[src/rtl/timestamp_extract.sv]
// Passive tap on the sync-path AXI-stream: unpacks the timestamp slots carried in the
// first beat of each sync packet and queues them as rx-tick tagged records for the host.
module timestamp_extract #(
   parameter logic [11:0] SYNC_VLAN_ID = 12'h05A,
   parameter int          FIFO_DEPTH   = 16,
   parameter int          NUM_SLOTS    = 3
) (
   input  logic                        axis_aclk,
   input  logic                        axis_areset,
   input  logic                        i_axis_tvalid,
   input  logic [511:0]                i_axis_tdata,
   input  logic [63:0]                 i_axis_tkeep,
   input  logic                        i_axis_tlast,
   input  logic                        i_axis_tready,
   input  logic [63:0]                 i_curr_tick,
   output logic                        o_rec_valid,
   input  logic                        i_rec_ready,
   output logic [161:0]                o_rec_data,
   output logic                        o_rec_last,
   output logic [$clog2(FIFO_DEPTH):0] o_fifo_level,
   output logic                        o_sync_seen,
   output logic [31:0]                 o_rec_count,
   output logic [31:0]                 o_drop_count
);

   localparam int AW       = $clog2(FIFO_DEPTH);
   localparam int LW       = AW + 1;
   localparam int RW       = 163;
   localparam int SLOT_END = 144 + 96 * NUM_SLOTS;
   localparam int KEEP_END = 18 + 12 * NUM_SLOTS;

   typedef enum logic {ST_SOF, ST_MID} frame_state_t;

   frame_state_t         state;
   logic                 beat_acc;
   logic                 sync_beat;
   logic                 busy;
   logic                 capture;
   logic                 drop_busy;
   logic [NUM_SLOTS-1:0] occ_mask;
   logic [NUM_SLOTS-1:0] pend_mask;
   logic [NUM_SLOTS-1:0] cur_bit;
   logic [NUM_SLOTS-1:0] rem_mask;
   logic [95:0]          slot_q [NUM_SLOTS];
   logic [95:0]          cur_slot;
   logic [1:0]           cur_idx;
   logic [63:0]          rx_tick_q;
   logic [RW-1:0]        push_rec;

   logic [RW-1:0]        mem [FIFO_DEPTH];
   logic [RW-1:0]        rd_word;
   logic [AW-1:0]        wr_ptr;
   logic [AW-1:0]        rd_ptr;
   logic [LW-1:0]        fifo_level;
   logic                 full;
   logic                 pop;
   logic                 wr_en;
   logic                 drop_full;
   logic [32:0]          drop_sum;
   logic                 unused_bits;

   assign beat_acc  = i_axis_tvalid & i_axis_tready;
   assign sync_beat = beat_acc && (state == ST_SOF)
                      && (i_axis_tdata[103:96] == 8'h81) && (i_axis_tdata[111:104] == 8'h00)
                      && ({i_axis_tdata[115:112], i_axis_tdata[127:120]} == SYNC_VLAN_ID);
   assign busy      = |pend_mask;
   assign capture   = sync_beat & ~busy;
   assign drop_busy = sync_beat & busy;

   // A slot counts only if it is not the DEADBEEF filler and all of its bytes are kept
   always_comb begin
      occ_mask = '0;
      for (int k = 0; k < NUM_SLOTS; k++) begin
         occ_mask[k] = (i_axis_tdata[144+96*k +: 32] != 32'hDEADBEEF)
                       && (&i_axis_tkeep[18+12*k +: 12]);
      end
   end

   // Serializer always emits the lowest pending slot, giving ascending slot order
   always_comb begin
      cur_idx  = '0;
      cur_slot = '0;
      for (int k = NUM_SLOTS - 1; k >= 0; k--) begin
         if (pend_mask[k]) begin
            cur_idx  = 2'(k);
            cur_slot = slot_q[k];
         end
      end
   end

   assign cur_bit  = pend_mask & (~pend_mask + NUM_SLOTS'(1));
   assign rem_mask = pend_mask & ~cur_bit;
   assign push_rec = {cur_idx, cur_slot, rx_tick_q, (rem_mask == '0)};

   assign full      = (fifo_level == LW'(FIFO_DEPTH));
   assign pop       = o_rec_valid & i_rec_ready;
   assign wr_en     = busy & (~full | pop);
   assign drop_full = busy & full & ~pop;
   assign drop_sum  = {1'b0, o_drop_count} + {32'd0, drop_full} + {32'd0, drop_busy};

   assign rd_word      = mem[rd_ptr];
   assign o_rec_valid  = (fifo_level != '0);
   assign o_rec_data   = o_rec_valid ? rd_word[RW-1:1] : '0;
   assign o_rec_last   = o_rec_valid & rd_word[0];
   assign o_fifo_level = fifo_level;

   assign unused_bits = ^{i_axis_tdata[511:SLOT_END], i_axis_tdata[143:128],
                          i_axis_tdata[119:116], i_axis_tdata[95:0],
                          i_axis_tkeep[63:KEEP_END], i_axis_tkeep[17:0]};

   always_ff @(posedge axis_aclk) begin
      if (wr_en) begin
         mem[wr_ptr] <= push_rec;
      end
   end

   always_ff @(posedge axis_aclk or posedge axis_areset) begin
      if (axis_areset) begin
         state        <= ST_SOF;
         pend_mask    <= '0;
         rx_tick_q    <= '0;
         o_sync_seen  <= 1'b0;
         for (int k = 0; k < NUM_SLOTS; k++) begin
            slot_q[k] <= '0;
         end
         wr_ptr       <= '0;
         rd_ptr       <= '0;
         fifo_level   <= '0;
         o_rec_count  <= '0;
         o_drop_count <= '0;
      end else begin
         if (beat_acc) begin
            case (state)
               ST_SOF:  state <= i_axis_tlast ? ST_SOF : ST_MID;
               ST_MID:  state <= i_axis_tlast ? ST_SOF : ST_MID;
               default: state <= ST_SOF;
            endcase
         end

         o_sync_seen <= capture;
         if (capture) begin
            pend_mask <= occ_mask;
            rx_tick_q <= i_curr_tick;
            for (int k = 0; k < NUM_SLOTS; k++) begin
               slot_q[k] <= i_axis_tdata[144+96*k +: 96];
            end
         end else if (busy) begin
            pend_mask <= rem_mask;
         end

         if (wr_en) begin
            wr_ptr <= wr_ptr + AW'(1);
         end
         if (pop) begin
            rd_ptr <= rd_ptr + AW'(1);
         end
         case ({wr_en, pop})
            2'b10:   fifo_level <= fifo_level + LW'(1);
            2'b01:   fifo_level <= fifo_level - LW'(1);
            default: fifo_level <= fifo_level;
         endcase

         if (wr_en && (o_rec_count != '1)) begin
            o_rec_count <= o_rec_count + 32'd1;
         end
         o_drop_count <= drop_sum[32] ? '1 : drop_sum[31:0];
      end
   end

endmodule

[config.mk]
export PLATFORM = sky130hd
export DESIGN_NAME = timestamp_extract
export DESIGN_NICKNAME = d
export VERILOG_FILES = /design/src/rtl/timestamp_extract.sv
export SDC_FILE = /design/constraint.sdc
export NUM_CORES = 2
export LEC_CHECK = 0
export CAP_MARGIN = 10
export CORE_MARGIN = 2
export CORE_UTILIZATION = 45
export CTS_CLUSTER_DIAMETER = 120
export CTS_CLUSTER_SIZE = 8
export DETAILED_ROUTE_END_ITERATION = 10
export SYNTH_ARGS = -nofsm -noshare
export SYNTH_HDL_FRONTEND = slang
export SYNTH_SLANG_ARGS = --single-unit
export TNS_END_PERCENT = 10
[constraint.sdc]
create_clock -name axis_aclk -period 19.6 [get_ports axis_aclk]
set_clock_uncertainty 0.1 [all_clocks]
set_input_delay 4.9 -clock axis_aclk [delete_from_list [all_inputs] [get_ports axis_aclk]]
set_output_delay 4.9 -clock axis_aclk [all_outputs]
set_load 0.05 [all_outputs]
# Yosys cells after proc, flatten, opt, wreduce, memory -nomap -nowiden
# Memories as Yosys holds them, arrays and structs flattened.
# Cells that the tools add are included.
# W data, S select, Z words.
totals:
  regBits: 434
  mem_bits_rw: 2608
  input_bits: 646
  out_inout_bits: 234
  wordCells: 78
  memories: 1
classes:
  add_sub_neg: 8
  n_eq_ne: 9
  muxes: 14
  bitwise: 17
  n_reduce_logical: 17
memory_table:
  columns: ["memory", "words", "word_bits", "read_ports", "rd_clocked_by_memory_dff", "write_ports", "line_no", "rtl"]
  rows:
  - ["mem", 16, 163, 1, 0, 1, "50", "logic [RW-1:0] mem [FIFO_DEPTH];"]
ops:
  columns: ["operator", "n"]
  rows:
  - ["$mux W96", 3]
  - ["$mux W162", 1]
  - ["$ne A32 B32 Y1 const B", 4]
  - ["$reduce_and A12 Y1", 3]
  - ["$add A32 B1 Y33", 1]
  - ["$add A33 B1 Y33", 1]
  - ["$add A32 B1 Y32 const B", 1]
  - ["$mux W32", 1]
  - ["$eq A12 B7 Y1 const B", 1]
  - ["$pmux W5 S2", 1]
  - ["$add A4 B1 Y4 const B", 2]
  - ["$and A1 B1 Y1", 8]
  - ["$eq A8 B8 Y1 const B", 1]
  - ["$logic_and A1 B1 Y1", 8]
  - ["$logic_not A8 Y1", 1]
  - ["$and A3 B3 Y3", 2]
  - ["$mux W2", 3]
  - ["$mux W3", 2]
  - ["$not A3 Y3", 2]
  - ["$add A5 B1 Y5 const B", 1]
  - ["$eq A5 B5 Y1 const B", 1]
  - ["$reduce_bool A5 Y1", 1]
  - ["$sub A5 B1 Y5 const B", 1]
  - ["$not A1 Y1", 4]
  - ["8 further kinds", 11]

# Logic depth before layout (Yosys ltp)
depth:
  ltp_word: 8
  depth_mapped: 14
  ltp_nobuf: 11

# Worst setup path before layout
# Ideal clock, no wire load.
synth_timing:
  path_type: "input to register"
  startpoint: "input i_rec_ready"
  endpoint: "memory mem[3][0] (enable)"
  setup_time_ps: 885
  arrival_time_ps: 16637
  required_time_ps: 18615
  setup_slack_ps: 1978
  stages: 5
  n_path_buf: 1
  path_cell_list: "nand2b_1 > o21a_1 > clkbuf_1 > nand2_1 > nor3_1"
synth_between:
  elab_chain_cells: 5
synth_rtl:
  columns: ["item", "line_no", "rtl"]
  rows:
  - ["start: declaration", "17", "input logic i_rec_ready,"]
  - ["$and A1 B1 Y1", "96", "assign pop = o_rec_valid & i_rec_ready;"]
  - ["$or A1 B1 Y1", "97", "assign wr_en = busy & (~full | pop);"]
  - ["$and A1 B1 Y1", "97", null]
  - ["$mux W1", "112", "if (wr_en) begin"]
  - ["$mux W1 (implied by the code)", "113", "mem[wr_ptr] <= push_rec;"]
  - ["end: declaration", "50", null]
# No other way between the ends.

# Worst setup path in the final report
layout_timing:
  startpoint: "register rd_ptr[0]"
  endpoint: "output o_rec_data[7]"
layout_between:
  elab_chain_cells: 2
layout_rtl:
  columns: ["item", "line_no", "rtl"]
  rows:
  - ["start: declaration", "53", "logic [AW-1:0] rd_ptr;"]
  - ["start signal: assignment", "155", "rd_ptr <= rd_ptr + AW'(1);"]
  - ["$mem_v2 Z16 W163", null, null]
  - ["$mux W162", "103", "assign o_rec_data = o_rec_valid ? rd_word[RW-1:1] : '0;"]
  - ["end: declaration", "18", "output logic [161:0] o_rec_data,"]
# No other way between the ends.

==> impl_metrics.py <==
metrics = {
    "run_status": {
        "status": "complete, no violations",
    },
    "synth": {
        "syn_area_per_cell_um2": 21.41,
        "synth_top_area_cell": "edfxtp_1",
        "synth-seq-cells": 3042,
        "synth.distinct_cells": 51,
        "ys_async_sr_fraction": 0.1427,
        "yosysSeqAreaShare": 0.7536,
        "synth_edf_count": 2608,
        "synthTopCellsByArea": "edfxtp_1 66%, mux4_2 16%, dfrtp_1 9.2%",
        "synthFlopType": "edfxtp_1",
        "netlist_instances": 5528,
        "syn_area_um2": 118300,
        "synth_top_cell_area_share": 0.6618,
        "synth_nets": 6186,
        "yosysWarnings": 0,
    },
    "routing": {
        "drc": 0,
        "post_drt_wl_per_cell_um": 28.99,
        "first_pass_iters": 5,
        "routed_via_density": 5.718,
        "vias": 58770,
        "ant_nets": 0,
        "drt_iter0_drc": 5534,
        "routed_wl_um": 298000,
    },
    "pwr": {
        "p_clk_frac": 0.383,
        "power_frac_comb": 0.207,
        "powerDensity_nw_per_um2": 121.6,
        "p_switching_mw": 4.706,
        "power_leakage_nw": 53.68,
        "netSwitchingFraction": 0.2730,
        "seqPwrFrac": 0.410,
        "total_power_mw": 17.23,
        "intPower_mw": 12.53,
        "vdd_drop_max_v": 0.0001236,
    },
    "global_routing": {
        "track_usage": 0.2232,
        "grt_start_max_net_pins": 138,
        "antenna_found_initial": 31,
        "grt_pass1_wl_um": 430200,
        "first_global_vias": 61560,
        "overflow": 0,
    },
    "clocking": {
        "cts_root_buf": "clkbuf_16",
        "clock_sinks": 3042,
        "post-cts-setup-buffer-count": 0,
        "cts_max_level": 5,
        "clkTransAtPathRegs_ps": 60,
        "clk_latency_ps": 1010,
        "cts-hold-fix-buffers": 0,
        "cts_resized": 0,
        "numCtsBuffers": 430,
        "cts_buffer_depth": 4,
        "cts_tree": "yes",
    },
    "timing": {
        "slew_headroom": 0.2160,
        "min_period_ps": 11400,
        "rsz0062_at_grt": "no",
        "setup_ws_ps": 8199,
        "tns_ps": 0,
        "hold_viol": 0,
        "max_clock_freq_mhz": 87.71,
        "hold_slack_ps": 384.6,
        "slew_violations": 0,
        "final.period_utilization": 0.5817,
        "worstMarginPinSlew_ps": 1168,
        "setup_viol": 0,
    },
    "final_layout": {
        "design_area_um2": 141700,
        "stdcell_count": 10280,
        "nFillCells": 20250,
        "final-seq-area_um2": 89200,
        "nets": 7168,
        "drive_gt1_frac": 0.2657,
        "post-route-util": 0.5409,
        "area_growth_pct": 19.77,
        "layout_commonest_cell": "edfxtp_1",
        "layout_common_cells": "2,608 x edfxtp_1, 815 x mux4_2, 655 x clkdlybuf4s50_1, 435 x clkbuf_16, 427 x dfrtp_1",
        "multiInputGateArea_um2": 27870,
    },
    "setup_path": {
        "cp-end-kind": "output port",
        "rr_worst_depth": 7,
        "rrSetupSlack_ps": 13860,
        "cp_data_arrival_time_ps": 6400,
        "crit_fanout": 42,
        "reg2reg_to": "mem[5][28]$_DFFE_PP_",
        "critical_path_class": "reg -> out",
        "crit_required_ps": 14600,
        "start_kind": "register",
        "r2r_start": "pend_mask[2]$_DFFE_PP0P_",
    },
    "die": {
        "die_area_um2": 267100,
        "start_util": 0.4516,
        "ioPinCount": 880,
        "fp.dieW_um": 516.8,
        "coreArea_um2": 262000,
        "num_rows": 188,
        "die_h_um": 516.8,
    },
    "min_path": {
        "holdPathStages": 1,
        "hp-class": "reg -> reg",
        "min_to": "slot_q[2]$_DFFE_PP0P_",
        "min_from": "slot_q[2]$_DFFE_PP0P_",
    },
    "run": {
        "maxCapViolations": 0,
    },
    "placed_design": {
        "placed_cell_area_um2": 129800,
        "numPortBuffers": 655,
        "dp_hpwl_um": 158600,
        "dpl.cell_count": 9586,
        "gp_congestion": 0.8342,
        "dpl_worst_slack_ps": 8929,
    },
}
per-layer routing:
metal,track usage,share of wire,up-vias
li1,-,-,24590
met1,0.3163,0.43,31750
met2,0.3517,0.48,1900
met3,0.04597,0.066,511
met4,0.06612,0.027,22
met5,0,0.00044,-
worst max path at each step:
| stage | startpoint | end | depth (start not counted) |
|---|---|---|---|
| 3_3_place_gp | rd_ptr[0]$_DFFE_PP0P_ | o_rec_data[7] | 7 |
| 6_report | rd_ptr[0]$_DFFE_PP0P_ | o_rec_data[7] | 7 |
| 3_5_place_dp | rd_ptr[0]$_DFFE_PP0P_ | o_rec_data[7] | 7 |
| 5_1_grt | rd_ptr[0]$_DFFE_PP0P_ | o_rec_data[7] | 7 |
| 2_1_floorplan | i_rec_ready | mem[3][0]$_DFFE_PP_ | 5 |
| 4_1_cts | rd_ptr[0]$_DFFE_PP0P_ | o_rec_data[7] | 7 |
registers in the layout (all words and copies together), names as in the netlist:
name / flops
o_drop_count: 32
rd_ptr: 4
pend_mask: 3
o_sync_seen: 1
o_fifo_level: 5
wr_ptr: 4
rx_tick_q: 64
slot_q: 288
mem: 2608
o_rec_count: 32
state: 1
synth_stat cells, drive strengths merged (13+ instances only):
library cell and count:
nand4b 13, and3 17, dfrtp 434, mux2 357, nand3 29, nand4 37, a21oi 103, edfxtp 2608
o21ai 100, clkbuf 182, nand2 249, nor2 121, inv 14, xnor2 39, buf 125, xor2 28
and2 164, mux4 815
critical path: stages, from the launching register on:
cell and delay [ps]:
dfrtp_4 1010, buf_4 810, buf_4 680, buf_4 810, mux4_2 610, mux4_2 560
and2_1 200, clkdlybuf4s50_1 700
kinds of logic after synthesis:
family                     after synthesis  synth area share
adders and majority gates               12          0.001396
AOI/OAI and AO/OA                      218          0.009527
muxes                                 1173            0.1892
buffers and inverters                  321           0.01198
and+or+nand+nor                        695           0.02940
xor gates and xnor gates                67          0.004959
DFF                                   3042            0.7536
power groups by stage:
stage / clock (mW) / sequential, mW / combinational [mW]
global route: 7.01 / 7.07 / 3.76
detailed placement: 0 / 7.19 / 3.63
CTS: 6.75 / 7.07 / 3.64
global placement: 0 / 7.19 / 3.63
finish: 6.61 / 7.07 / 3.56
floorplan: 0 / 7.11 / 2.54
area by class of cell:
cell class | instances | share of cell area
flip-flops and latches | 3042 | 0.6294
multi-input cells | 2165 | 0.1966
clock buffers | 656 | 0.08265
repair buffers | 857 | 0.05865
well taps | 3515 | 0.03103
clock inverters | 11 | 0.0009622
inverters | 14 | 0.0004237
diodes | 18 | 0.0003178
Power figures use the tool's default switching activity.
